$ cat src/rtl/sound_arbiter.sv
`default_nettype none
// ============================================================================
//  Module   : sound_arbiter
//  Purpose  : Shares the single speaker pin between three one-shot sound
//             players (jump, score milestone, game over). Fires one player
//             at a time by fixed priority, times each sound with its own
//             duration, adds a silent gap between sounds and gates the
//             selected player's square wave onto the speaker.
//  Ports    : clk, rst           - clock, synchronous active-high reset
//             req_jump/point/die - one-cycle request pulses (die highest)
//             mute               - level; aborts sound, blocks requests
//             wave_jump/point/die- square waves from the players
//             trig_jump/point/die- registered one-cycle player triggers
//             wave_out           - registered speaker output
//             busy               - high while playing or in the gap
//             active_id          - 0 none, 1 jump, 2 point, 3 die
//  Revision : 1.0 - initial release
// ============================================================================
module sound_arbiter #(
    parameter int unsigned TW         = 24,
    parameter int unsigned DUR_JUMP   = 10000020,
    parameter int unsigned DUR_POINT  = 4000000,
    parameter int unsigned DUR_DIE    = 15000000,
    parameter int unsigned GAP_CYCLES = 250000
) (
    input  logic       clk,
    input  logic       rst,
    input  logic       req_jump,
    input  logic       req_point,
    input  logic       req_die,
    input  logic       mute,
    input  logic       wave_jump,
    input  logic       wave_point,
    input  logic       wave_die,
    output logic       trig_jump,
    output logic       trig_point,
    output logic       trig_die,
    output logic       wave_out,
    output logic       busy,
    output logic [1:0] active_id
);

    localparam logic [1:0] S_IDLE = 2'd0;
    localparam logic [1:0] S_PLAY = 2'd1;
    localparam logic [1:0] S_GAP  = 2'd2;

    // Timers count down to zero, so each phase loads its length minus one.
    localparam logic [TW-1:0] c_load_jump  = TW'(DUR_JUMP - 1);
    localparam logic [TW-1:0] c_load_point = TW'(DUR_POINT - 1);
    localparam logic [TW-1:0] c_load_die   = TW'(DUR_DIE - 1);
    localparam logic [TW-1:0] c_load_gap   = TW'((GAP_CYCLES > 0) ? (GAP_CYCLES - 1) : 0);
    localparam logic [TW-1:0] c_one        = TW'(1);

    logic [1:0]    r_state, w_state_nx;
    logic [1:0]    r_sel, w_sel_nx;
    logic [TW-1:0] r_timer, w_timer_nx;
    logic [2:0]    r_pend, w_pend_nx;
    logic [2:0]    r_trig, w_trig_nx;
    logic          r_wave_out, w_wave_nx;

    logic [2:0]    w_req;
    logic [1:0]    w_req_id;
    logic [1:0]    w_comb_id;
    logic          w_grant;
    logic [1:0]    w_grant_id;
    logic          w_sel_wave;

    // Highest set bit of {die, point, jump} as a source ID (0 = none).
    function automatic logic [1:0] f_top(input logic [2:0] v);
        if (v[2])      return 2'd3;
        else if (v[1]) return 2'd2;
        else if (v[0]) return 2'd1;
        else           return 2'd0;
    endfunction

    function automatic logic [TW-1:0] f_load(input logic [1:0] id);
        case (id)
            2'd1:    return c_load_jump;
            2'd2:    return c_load_point;
            2'd3:    return c_load_die;
            default: return '0;
        endcase
    endfunction

    function automatic logic [2:0] f_onehot(input logic [1:0] id);
        case (id)
            2'd1:    return 3'b001;
            2'd2:    return 3'b010;
            2'd3:    return 3'b100;
            default: return 3'b000;
        endcase
    endfunction

    assign w_req     = {req_die, req_point, req_jump};
    assign w_req_id  = f_top(w_req);
    assign w_comb_id = f_top(r_pend | w_req);

    always_comb begin
        case (r_sel)
            2'd1:    w_sel_wave = wave_jump;
            2'd2:    w_sel_wave = wave_point;
            2'd3:    w_sel_wave = wave_die;
            default: w_sel_wave = 1'b0;
        endcase
    end

    always_comb begin
        w_state_nx = r_state;
        w_sel_nx   = r_sel;
        w_timer_nx = r_timer;
        w_pend_nx  = r_pend;
        w_trig_nx  = 3'b000;
        w_grant    = 1'b0;
        w_grant_id = 2'd0;
        // The speaker follows the player only while it is actually playing;
        // mute silences it starting with the very next cycle.
        w_wave_nx  = (!mute && (r_state == S_PLAY)) ? w_sel_wave : 1'b0;

        case (r_state)
            S_IDLE: begin
                if (w_req_id != 2'd0) begin
                    w_grant    = 1'b1;
                    w_grant_id = w_req_id;
                end else begin
                    w_sel_nx = 2'd0;
                end
            end
            S_PLAY: begin
                // Equal ID restarts the sound, higher ID preempts it; lower
                // requests are dropped and expiry proceeds as normal.
                if ((w_req_id != 2'd0) && (w_req_id >= r_sel)) begin
                    w_grant    = 1'b1;
                    w_grant_id = w_req_id;
                end else if (r_timer == '0) begin
                    if (GAP_CYCLES == 0) begin
                        w_state_nx = S_IDLE;
                        w_sel_nx   = 2'd0;
                    end else begin
                        w_state_nx = S_GAP;
                        w_timer_nx = c_load_gap;
                    end
                end else begin
                    w_timer_nx = r_timer - c_one;
                end
            end
            S_GAP: begin
                if (r_timer == '0) begin
                    w_pend_nx = 3'b000;
                    if (w_comb_id != 2'd0) begin
                        w_grant    = 1'b1;
                        w_grant_id = w_comb_id;
                    end else begin
                        w_state_nx = S_IDLE;
                        w_sel_nx   = 2'd0;
                    end
                end else begin
                    w_pend_nx  = r_pend | w_req;
                    w_timer_nx = r_timer - c_one;
                end
            end
            default: begin
                w_state_nx = S_IDLE;
                w_sel_nx   = 2'd0;
                w_pend_nx  = 3'b000;
            end
        endcase

        if (w_grant) begin
            w_state_nx = S_PLAY;
            w_sel_nx   = w_grant_id;
            w_timer_nx = f_load(w_grant_id);
            w_trig_nx  = f_onehot(w_grant_id);
        end

        if (mute) begin
            w_state_nx = S_IDLE;
            w_sel_nx   = 2'd0;
            w_timer_nx = '0;
            w_pend_nx  = 3'b000;
            w_trig_nx  = 3'b000;
        end
    end

    always_ff @(posedge clk) begin
        if (rst) begin
            r_state    <= S_IDLE;
            r_sel      <= 2'd0;
            r_timer    <= '0;
            r_pend     <= 3'b000;
            r_trig     <= 3'b000;
            r_wave_out <= 1'b0;
        end else begin
            r_state    <= w_state_nx;
            r_sel      <= w_sel_nx;
            r_timer    <= w_timer_nx;
            r_pend     <= w_pend_nx;
            r_trig     <= w_trig_nx;
            r_wave_out <= w_wave_nx;
        end
    end

    assign trig_jump  = r_trig[0];
    assign trig_point = r_trig[1];
    assign trig_die   = r_trig[2];
    assign wave_out   = r_wave_out;
    assign busy       = (r_state != S_IDLE);
    assign active_id  = r_sel;

endmodule
`default_nettype wire

$ cat config.mk
export PLATFORM = sky130hd
export DESIGN_NAME = sound_arbiter
export DESIGN_NICKNAME = d
export VERILOG_FILES = /design/src/rtl/sound_arbiter.sv
export SDC_FILE = /design/constraint.sdc
export NUM_CORES = 1
export LEC_CHECK = 0
export BUFFER_PORTS_ARGS = -buffer_cell sky130_fd_sc_hd__buf_2
export CAP_MARGIN = 20
export CELL_PAD_IN_SITES_DETAIL_PLACEMENT = 1
export CELL_PAD_IN_SITES_GLOBAL_PLACEMENT = 2
export CORE_ASPECT_RATIO = 1.5
export CORE_MARGIN = 3
export CORE_UTILIZATION = 33
export DETAILED_ROUTE_END_ITERATION = 8
export PLACE_DENSITY = 0.74
export SYNTH_ARGS = -nofsm -noshare
export SYNTH_HDL_FRONTEND = slang
export SYNTH_SLANG_ARGS = --single-unit
export TNS_END_PERCENT = 10
$ cat constraint.sdc
create_clock -name clk -period 3.3 [get_ports clk]
set_input_delay 0.66 -clock clk [delete_from_list [all_inputs] [get_ports clk]]
set_output_delay 0.66 -clock clk [all_outputs]
set_load 0.03 [all_outputs]
==> impl_metrics.csv <==
group,metric,value,unit
worst_setup_path,slowest_stage,"or2_2",
place,port_buffers,15,
route,highest_layer,"met4",
finish,multi_input_area,1543,um2
route,met3_length,198,um
worst_setup_path,worstPathArrival,3.28,ns
logic_synthesis,ys_seq_elements,35,
route,drc,0,
worst_setup_path,critical_path.top_delay_family,"compound AO/OA/AOI/OAI gates",
worst_setup_path,reg2reg_to,"r_timer[21]",
timing,fmax,323.1,MHz
logic_synthesis,seq_area_frac_synth,29.65,%
worst_setup_path,r2r_start,"r_timer[1]",
route,wl_per_cell,19.22,um
floorplan,start_util,34.26,%
logic_synthesis,ys.flop_type,"dfxtp_1",
finish,drive_gt1_share,25.23,%
worst_setup_path,cp_cell_sequence,"buf_2, or2_2, ha_1, nor2b_1, a21boi_2, nor2_1, a32oi_1, inv_1, ha_1, nor3_2, a22oi_2, buf_4, a311oi_4, buf_4, o32a_1, nor2_1",
route,route.met2.wl,4075,um
grt,grt_pass1_vias,2496,
clock_tree,clk_latency,0.30,ns
status,outcome,"finished clean",
min_path,hp-class,"register to register",
finish,register_area,701.9,um2
timing,hold_violations,0,
clock_tree,cts-root-buf,"clkbuf_8",
run,max_cap_viol_count,0,
finish,n_fill_cell,855,
logic_synthesis,synth_area,2364,um2
route,drtAntennaViolNets,0,
grt,antenna_found_initial,0,
floorplan,placeableCoreArea,6898,um2
worst_setup_path,cp_slowest_stage_delay,0.31,ns
timing,fin_hold_ws,0.4949,ns
route,wl_met1,3292,um
timing,tightest_slew,0.6382,ns
floorplan,die_area,8235,um2
finish,finalNetCount,348,
floorplan,dieWidth,75.10,um
clock_tree,cts.clk_slew.worst_paths,0.08,ns
floorplan,fp.dieH,109.7,um
clock_tree,numClockSinks,35,
grt,grt_pass1_wl,12710,um
min_path,holdPathStages,2,
min_path,min_from,"r_timer[7]",
worst_setup_path,rrSetupSlack,0.22,ns
clock_tree,cts_tree,"built",
timing,timing.final.crit_share,93.79,%
floorplan,io-pin-count,16,
worst_setup_path,ff2ff_path_depth,15,
grt,overflow,0,
clock_tree,ctsHoldBuffers,0,
worst_setup_path,required,3.48,ns
worst_setup_path,cp.buffers_inverters,4,
place,place_hpwl,5996,um
worst_setup_path,crit_path_end_kind,"register",
min_path,hold_end,"r_timer[7]",
clock_tree,htree_levels,2,
worst_setup_path,critPathMaxFanout,4,
clock_tree,cts_made_buffers,5,
finish,syn_to_final_growth,18.26,%
grt,grt_start_max_net_pins,27,
timing,slew_headroom,57.13,%
finish,antenna_cells,0,
timing,tns,0,ns
logic_synthesis,synth_area_per_cell,7.931,um2
timing,period_needed,3.095,ns
logic_synthesis,syn_inst,298,
worst_setup_path,start_kind,"input port",
logic_synthesis,yosysWarningCount,0,
timing,fin_skew,0.01278,ns
floorplan,row_count,37,
route,vias,2454,
route,vias_per_cell,5.971,
logic_synthesis,ys_async_sr_fraction,0,%
logic_synthesis,synth_nets,314,
timing,setup_viol,0,
timing,slew_violations,0,
logic_synthesis,synth.distinct_cells,63,
route,drtIter0Drc,97,
finish,fin_area,2795,um2
power_and_ir_drop,peakVddDrop,147.8,uV
power_and_ir_drop,power_density,430.0,nW/um2
place,gp_congestion,0.8220,
clock_tree,clockBufferDepth,2,
route,dr.pass1.iters,4,
logic_synthesis,synth-edff-count,0,
grt,grt_usage,20.44,%
place,dpl-instance-area,2654,um2
route,wl,7900,um
power_and_ir_drop,p_leak,1.137,nW
worst_setup_path,path_class,"input port to register",
timing repair:
| action | CTS | global route |
|---|---|---|
| buffers inserted | 0 | 1 |
| setup endpoints to repair | 0 | 6 |
| resized for setup | 0 | 7 |
stage by stage:
step                      setup WS, ns  total power, mW  instances  util (%)
after floorplan               0.008397           0.7217        298         -
after global placement         -0.1155           0.8337        402     38.47
after detailed placement       -0.2627           0.8389        402     38.47
after CTS                      0.03709            1.207        410     39.98
after global routing          -0.03193            1.264        411     40.52
final                           0.2048            1.202        411     40.52
worst max path at each step:
stage | start | to | slack, ns | cells past startpoint
6_report | req_die | r_timer[21] | 0.20 | 16
3_5_place_dp | req_die | r_timer[21] | -0.26 | 16
2_1_floorplan | req_point | r_timer[2] | 0.008 | 14
5_1_grt | req_die | r_timer[21] | -0.03 | 16
4_1_cts | req_die | r_timer[21] | 0.04 | 16
3_3_place_gp | req_die | r_timer[21] | -0.12 | 16
power by group:
group	switching [mW]	internal, mW	total, mW	leakage [nW]
registers	0.0266	0.445	0.471	0.287
clock network	0.174	0.190	0.364	0.0505
logic	0.214	0.153	0.367	0.800
layer usage:
layer | track usage [%] | vias up
met5 | 0 | -
met4 | 9.542 | 0
met3 | 2.562 | 22
met2 | 36.41 | 48
met1 | 23.48 | 1203
li1 | - | 1181
kinds of logic (layout without fill, tap and decap cells):
logic type,count (synthesis),count (layout),synth area share [%]
compound gates,104,104,31.87
buf+inv,31,66,6.776
xor+xnor,4,4,1.482
simple gates,116,116,26.10
mux,1,1,0.4235
flops,35,35,29.65
fa+ha+maj,7,7,3.705
registers in the layout, indices dropped and copies added, names as in the netlist:
register / count
r_trig: 3
r_timer: 24
r_pend: 3
wave_out: 1
active_id: 2
r_state: 2
final cells by class:
cell class / count / share of cell area [%]
sequential: 35 / 25.11
timing repair buffer: 45 / 10.74
clock buffer: 7 / 3.447
tap: 78 / 3.491
multi-input combinational: 232 / 55.19
inverter: 13 / 1.746
clock inverter: 1 / 0.2686
worst min-delay path, stage by stage, from the launching register on:
cell	delay, ns
dfxtp_1	0.33
inv_1	0.07
a221oi_2	0.05
cells in the mapped netlist (2+ instances only):
library cell,n,share of area (%)
o21a_1,2,0.64
o32a_1,3,1.3
nand4_1,4,1.1
or2_2,3,0.79
nand2_1,19,3.0
a31oi_1,5,1.3
nand3_1,8,1.7
dfxtp_1,35,30
nor2_1,34,5.4
a221oi_2,2,1.3
and2_1,4,1.1
o31ai_1,3,0.95
and3_1,4,1.1
ha_1,7,3.7
a32o_1,9,3.8
a21o_1,2,0.64
or4_1,2,0.64
xor2_1,4,1.5
buf_2,5,1.1
o211ai_1,2,0.64
a21oi_1,18,3.8
nor3_1,15,3.2
clkbuf_1,7,1.1
a22o_2,2,0.85
nor4_1,5,1.3
o22ai_1,5,1.3
nor2b_1,2,0.53
o21ai_2,2,0.74
o2bb2ai_1,2,0.74
o31a_1,2,0.74
a21bo_2,2,0.85
inv_1,13,2.1
nor3b_1,2,0.64
o21ai_0,24,5.1
nand2b_1,3,0.79
and3_2,4,1.3
buf_6,5,2.4
a21boi_0,3,0.95
cells in the final DEF, fill, tap and decap left out, types with 3 or more instances in the layout:
master    count
nor4_1        5
o32a_1        3
o31ai_1       3
dfxtp_1      34
clkbuf_8      7
o21ai_0      24
and3_2        4
nor3_1       14
and3_1        4
a21oi_1      17
buf_2        15
nor2_1       34
and2_1        4
a31oi_1       5
xor2_1        4
nand4_1       4
ha_1          7
inv_1        13
buf_4        30
nand2b_1      3
a32o_1        9
o22ai_1       5
or2_2         3
nand2_1      19
nand3_1       8
No activity file was read; power rests on OpenSTA's default activity.
